## src/rtl/val2_pkg.sv

```systemverilog
// Shared types for the iterative Val2 shift sequencer.
package val2_pkg;

  localparam int unsigned REM_W = 5;

  typedef enum logic [1:0] {
    LSL = 2'b00,
    LSR = 2'b01,
    ASR = 2'b10,
    ROR = 2'b11
  } shift_op_e;

  typedef enum logic [1:0] {
    IDLE,
    SHIFT,
    DONE
  } seq_state_e;

endpackage

```

## src/rtl/val2_shift_step.sv

```systemverilog
// One iteration of the Val2 shifter: shift or rotate data by k (0..SHIFT_STEP) positions.
module val2_shift_step
  import val2_pkg::*;
#(
  parameter int unsigned SHIFT_STEP = 4
) (
  input  logic [31:0] data,
  input  shift_op_e   op,
  input  logic [5:0]  k,
  output logic [31:0] result
);

  logic [5:0] kk;

  // Bounding k keeps the inferred shifter no wider than one step.
  always_comb begin
    kk = (k > 6'(SHIFT_STEP)) ? 6'(SHIFT_STEP) : k;
  end

  always_comb begin
    result = data;
    unique case (op)
      LSL: result = data << kk;
      LSR: result = data >> kk;
      ASR: result = $signed(data) >>> kk;
      ROR: result = (data >> kk) | (data << (6'd32 - kk));
      default: result = data;
    endcase
  end

endmodule

```

## src/rtl/val2_shift_sequencer.sv

```systemverilog
// Multi-cycle Val2 operand sequencer: decodes the request, then shifts SHIFT_STEP bits per cycle.
module val2_shift_sequencer
  import val2_pkg::*;
#(
  parameter int unsigned SHIFT_STEP = 4
) (
  input  logic        clk,
  input  logic        rst,
  input  logic        flush,
  input  logic        in_valid,
  output logic        in_ready,
  input  logic        I,
  input  logic        mem_en,
  input  logic [11:0] shifter_operand,
  input  logic [31:0] val_Rm,
  output logic        out_valid,
  input  logic        out_ready,
  output logic [31:0] val2,
  output logic        busy
);

  seq_state_e       state, state_d;
  logic [31:0]      shreg, shreg_d;
  logic [REM_W-1:0] rem, rem_d;
  shift_op_e        op, op_d;

  logic [31:0]      load_shreg;
  logic [REM_W-1:0] load_rem;
  shift_op_e        load_op;

  logic [5:0]       rem_ext;
  logic [5:0]       k_full;
  logic [REM_W-1:0] rem_next;
  logic [31:0]      step_out;
  logic             accept;

  // Outputs are gated by rst so they read as reset values for the whole reset cycle.
  assign in_ready  = rst && !flush && ((state == IDLE) || ((state == DONE) && out_ready));
  assign out_valid = rst && (state == DONE);
  assign busy      = rst && ((state == SHIFT) || ((state == DONE) && !out_ready));
  assign val2      = rst ? shreg : '0;
  assign accept    = in_valid && in_ready;

  always_comb begin
    load_shreg = val_Rm;
    load_rem   = shifter_operand[11:7];
    load_op    = shift_op_e'(shifter_operand[6:5]);
    if (mem_en) begin
      load_shreg = {{20{shifter_operand[11]}}, shifter_operand};
      load_rem   = '0;
      load_op    = LSL;
    end else if (I) begin
      load_shreg = {24'd0, shifter_operand[7:0]};
      load_rem   = {shifter_operand[11:8], 1'b0};
      load_op    = ROR;
    end
  end

  always_comb begin
    rem_ext  = {1'b0, rem};
    k_full   = (rem_ext < 6'(SHIFT_STEP)) ? rem_ext : 6'(SHIFT_STEP);
    rem_next = REM_W'(rem_ext - k_full);
  end

  val2_shift_step #(
    .SHIFT_STEP(SHIFT_STEP)
  ) u_step (
    .data  (shreg),
    .op    (op),
    .k     (k_full),
    .result(step_out)
  );

  always_comb begin
    state_d = state;
    shreg_d = shreg;
    rem_d   = rem;
    op_d    = op;
    if (flush) begin
      state_d = IDLE;
      rem_d   = '0;
    end else begin
      unique case (state)
        IDLE: begin
          if (accept) begin
            shreg_d = load_shreg;
            rem_d   = load_rem;
            op_d    = load_op;
            state_d = (load_rem == '0) ? DONE : SHIFT;
          end
        end
        SHIFT: begin
          shreg_d = step_out;
          rem_d   = rem_next;
          if (rem_next == '0) state_d = DONE;
        end
        DONE: begin
          // A new acceptance here implies out_ready, so the old result is consumed on this edge.
          if (accept) begin
            shreg_d = load_shreg;
            rem_d   = load_rem;
            op_d    = load_op;
            state_d = (load_rem == '0) ? DONE : SHIFT;
          end else if (out_ready) begin
            state_d = IDLE;
          end
        end
        default: state_d = IDLE;
      endcase
    end
  end

  always_ff @(posedge clk) begin
    if (!rst) begin
      state <= IDLE;
      shreg <= '0;
      rem   <= '0;
      op    <= LSL;
    end else begin
      state <= state_d;
      shreg <= shreg_d;
      rem   <= rem_d;
      op    <= op_d;
    end
  end

endmodule

```

## config.mk

```make
export PLATFORM = sky130hd
export DESIGN_NAME = val2_shift_sequencer
export DESIGN_NICKNAME = d
export VERILOG_FILES = /design/src/rtl/val2_pkg.sv /design/src/rtl/val2_shift_step.sv /design/src/rtl/val2_shift_sequencer.sv
export SDC_FILE = /design/constraint.sdc
export NUM_CORES = 1
export LEC_CHECK = 0
export ABC_CLOCK_PERIOD_IN_PS = 4500
export BUFFER_PORTS_ARGS = -buffer_cell sky130_fd_sc_hd__buf_4
export CAP_MARGIN = 30
export CORE_ASPECT_RATIO = 1.1
export CORE_MARGIN = 2
export CORE_UTILIZATION = 64
export DETAILED_ROUTE_END_ITERATION = 10
export PLACE_DENSITY = 0.9
export SLEW_MARGIN = 10
export SYNTH_ARGS = -nofsm -noshare
export SYNTH_HDL_FRONTEND = slang
export SYNTH_SLANG_ARGS = --single-unit
```

## constraint.sdc

```tcl
create_clock -name clk -period 4.5 [get_ports clk]
set_input_delay 0.675 -clock clk [delete_from_list [all_inputs] [get_ports clk]]
set_output_delay 0.675 -clock clk [all_outputs]
set_load 0.02 [all_outputs]
```

==> results.yml <==
run_status:
  status: "complete, no violations"
critical_path:
  end_kind: "flip-flop"
  crit_chain: "nor4b_4 > inv_6 > ha_1 > inv_2 > xnor2_1 > mux2_2 > o21ai_1 > a2111oi_2 > o31ai_1"
  cp-endpoint: "shreg[13]$_SDFFE_PN0P_"
  path_max_fanout: 46
  path_class: "flip-flop to flip-flop"
  cp_slowest_cell: "dfxtp_1"
  rr_worst_depth: 9
  cp_slowest_stage_delay_ns: 0.68
  cp.arrival_ns: 3.84
  ff2ff_setup_slack_ns: 0.89
  startpoint_type: "flip-flop"
  crit_required_ns: 4.73
  startpoint: "rem[2]$_SDFFE_PP0P_"
  r2r_end: "shreg[13]$_SDFFE_PN0P_"
  r2r-start: "rem[2]$_SDFFE_PP0P_"
die:
  io-pin-count: 86
  die_w_um: 93.29
  dieArea_mm2: 0.009536
  die_h_um: 102.2
  initial_core_util_pct: 66.41
  row_count: 35
  fp.coreArea_mm2: 0.008452
power:
  ir_worst_vdd_uv: 132.0
  power_frac_comb_pct: 35.7
  p_switching_w: 0.0004437
  seqPwrFrac_pct: 39.8
  powerDensity_mw_per_mm2: 175.5
  p_int_w: 0.0006478
  power_leakage_nw: 2.414
  pwr-share-clk_pct: 24.5
  sw_frac_of_total_pct: 40.65
clock_tree:
  cts.sinks: 41
  cts-buffers-inserted: 5
  clockBufferDepth: 2
  cts_root_buf: "clkbuf_8"
  insertion_delay_ns: 0.31
  clkTransAtPathRegs_ns: 0.10
  ctsHtreeMaxLevel: 2
  cts_resized: 0
  cts_setup_buffers: 0
  cts_tree: "built"
  ctsHoldBuffers: 0
cells_and_area:
  antenna_cells: 0
  drive_gt1_share_pct: 21.40
  syn_to_final_growth_pct: 10.83
  final_cell_mix: "111 x nand2_1, 103 x buf_4, 72 x a21oi_1"
  fin_nets: 851
  layout_commonest_cell: "nand2_1"
run:
  cap_violations: 0
place:
  hpwl_um: 14850
  post-place-ws_ns: 0.9979
  numPortBuffers: 85
  routabilityCongestion: 1.059
logic_synthesis:
  synth_edf_count: 0
  synth_ff_type: "dfxtp_1"
  netlist_top_cells_area: "dfxtp_1 15%, mux2i_1 9.8%, mux4_2 8.0%"
  synthCells: 783
  async_flop_share_pct: 0
  yosysUniqueCellTypes: 75
  syn_area_mm2: 0.005613
  yosysSeqAreaShare_pct: 14.62
  ys_warn_count: 0
  synth_top_cell_area_share_pct: 14.62
  synth_seq_cells: 41
  synthesis.nets: 836
  synth.avg_cell_area_um2: 7.168
  synth_top_area_cell: "dfxtp_1"
route:
  drc: 0
  dr_total_vias: 6762
  wl_per_cell_um: 23.89
  ant_nets: 0
  via_per_inst: 7.431
  wl_um: 21740
  drt-pass1-iter-count: 5
  drtIter0Drc: 976
global_routing:
  grt_pass1_wl_um: 34090
  grt_use_total_pct: 46.04
  grt_max_degree: 47
  overflow: 0
  antenna_found_initial: 0
  grt_pass1_vias: 6259
min_path:
  hold_path_depth: 2
  holdCritPathClass: "flip-flop to flip-flop"
sta:
  slew_headroom_pct: 32.69
  finalHoldViolations: 0
  fin_worst_skew_ns: 0.008541
  rsz0062_at_grt: "false"
  fmax_mhz: 276.9
  final-max-slew-violation-count: 0
  tightest_slew_ns: 1.006
  finalSetupTns_ns: 0
  layout_min_cycle_time_ns: 3.611
  setup_viol: 0
  post-route-period-util_pct: 80.25
  worst_slack_ns: 0.8886
## synth_stat cells, drive strengths merged (4+ instances only)
| cell | number |
|---|---|
| inv | 6 |
| clkbuf | 60 |
| a21o | 4 |
| nor3b | 4 |
| dfxtp | 41 |
| nand2 | 111 |
| o21ai | 47 |
| nand4 | 4 |
| nor2 | 62 |
| a41oi | 4 |
| mux2i | 56 |
| or3 | 4 |
| a221oi | 5 |
| a211oi | 20 |
| o22ai | 5 |
| or2 | 5 |
| a31oi | 13 |
| mux4 | 20 |
| buf | 37 |
| a211o | 4 |
| a21oi | 72 |
| a22o | 4 |
| o21a | 6 |
| o21bai | 5 |
| nand3 | 16 |
| a221o | 5 |
| mux2 | 20 |
| nor2b | 5 |
| a2111oi | 4 |
| nor3 | 14 |
| a22oi | 8 |
| o31ai | 6 |
| o211ai | 10 |
| nand2b | 4 |
| and2 | 38 |
| o311ai | 4 |
| and3 | 6 |
## sequential cells by signal (all words and copies together) (netlist names)
signal	flops
op	2
state	2
shreg	32
rem	5
## layout make-up
class	instances	area, um2
Inverter	8	35.03
Multi-Input combinational cell	637	4350
Clock buffer	6	72.57
Timing Repair Buffer	105	793.3
Fill cell	685	2231
Sequential cell	41	820.8
Tap cell	111	138.9
Clock inverter	2	10.01
## critical path, delay by kind of cell, from the launching register on
family / cells / cell delay, ns
DFF: 1 / 0.68
xor gates and xnor gates: 1 / 0.62
buffers and inverters: 2 / 0.57
AOI/OAI and AO/OA: 3 / 0.55
adders and majority gates: 1 / 0.54
muxes: 1 / 0.41
and+or+nand+nor: 1 / 0.13
## cells by family after synthesis
logic type      synth area share, %
fa+ha+maj                    0.4458
other cells                 0.06681
simple gates                  24.10
xor+xnor                     0.3121
mux                           22.16
flops                         14.62
compound gates                30.07
buf+inv                       8.226
## layer usage
layer	GRT usage (%)	part of all wire (%)	vias to the layer above
met1	58.00	35	3046
li1	-	-	2929
met4	28.51	7.2	0
met2	71.61	44	637
met5	0	0	-
met3	10.69	14	150
## how the worst min path moves through the flow
| stage | slack, ns | start | end |
|---|---|---|---|
| 6_report | 0.61 | shreg[25]$_SDFFE_PN0P_ | shreg[25]$_SDFFE_PN0P_ |
| 2_1_floorplan | 0.47 | shreg[19]$_SDFFE_PN0P_ | shreg[19]$_SDFFE_PN0P_ |
| 3_5_place_dp | 0.57 | shreg[19]$_SDFFE_PN0P_ | shreg[19]$_SDFFE_PN0P_ |
| 4_1_cts | 0.58 | shreg[19]$_SDFFE_PN0P_ | shreg[19]$_SDFFE_PN0P_ |
| 3_3_place_gp | 0.55 | shreg[19]$_SDFFE_PN0P_ | shreg[19]$_SDFFE_PN0P_ |
| 5_1_grt | 0.63 | shreg[19]$_SDFFE_PN0P_ | shreg[19]$_SDFFE_PN0P_ |
## per-stage QoR
| step | power (W) | util (%) | hold WS (ns) | cell area (um2) | std cells |
|---|---|---|---|---|---|
| 6_report | 0.001092 | 73.60 | 0.6091 | 6221 | 910 |
| 5_1_grt | 0.001127 | 73.60 | 0.6322 | 6221 | 910 |
| 4_1_cts | 0.001066 | 73.43 | 0.5845 | 6206 | 909 |
| 3_5_place_dp | 0.0008107 | 72.45 | 0.5697 | 6123 | 901 |
| 3_3_place_gp | 0.0008028 | 72.39 | 0.5474 | 6118 | 900 |
| 2_1_floorplan | 0.0006698 | - | 0.4744 | 5613 | 783 |
## power groups by stage
stage	registers, W	logic [W]	clock network (W)
finish	0.000435	0.000389	0.000267
global route	0.000435	0.000413	0.000279
CTS	0.000429	0.000375	0.000262
detailed placement	0.000438	0.000373	0
global placement	0.000436	0.000366	0
floorplan	0.000397	0.000273	0
Note: power is estimated with default switching activity, not from simulation.
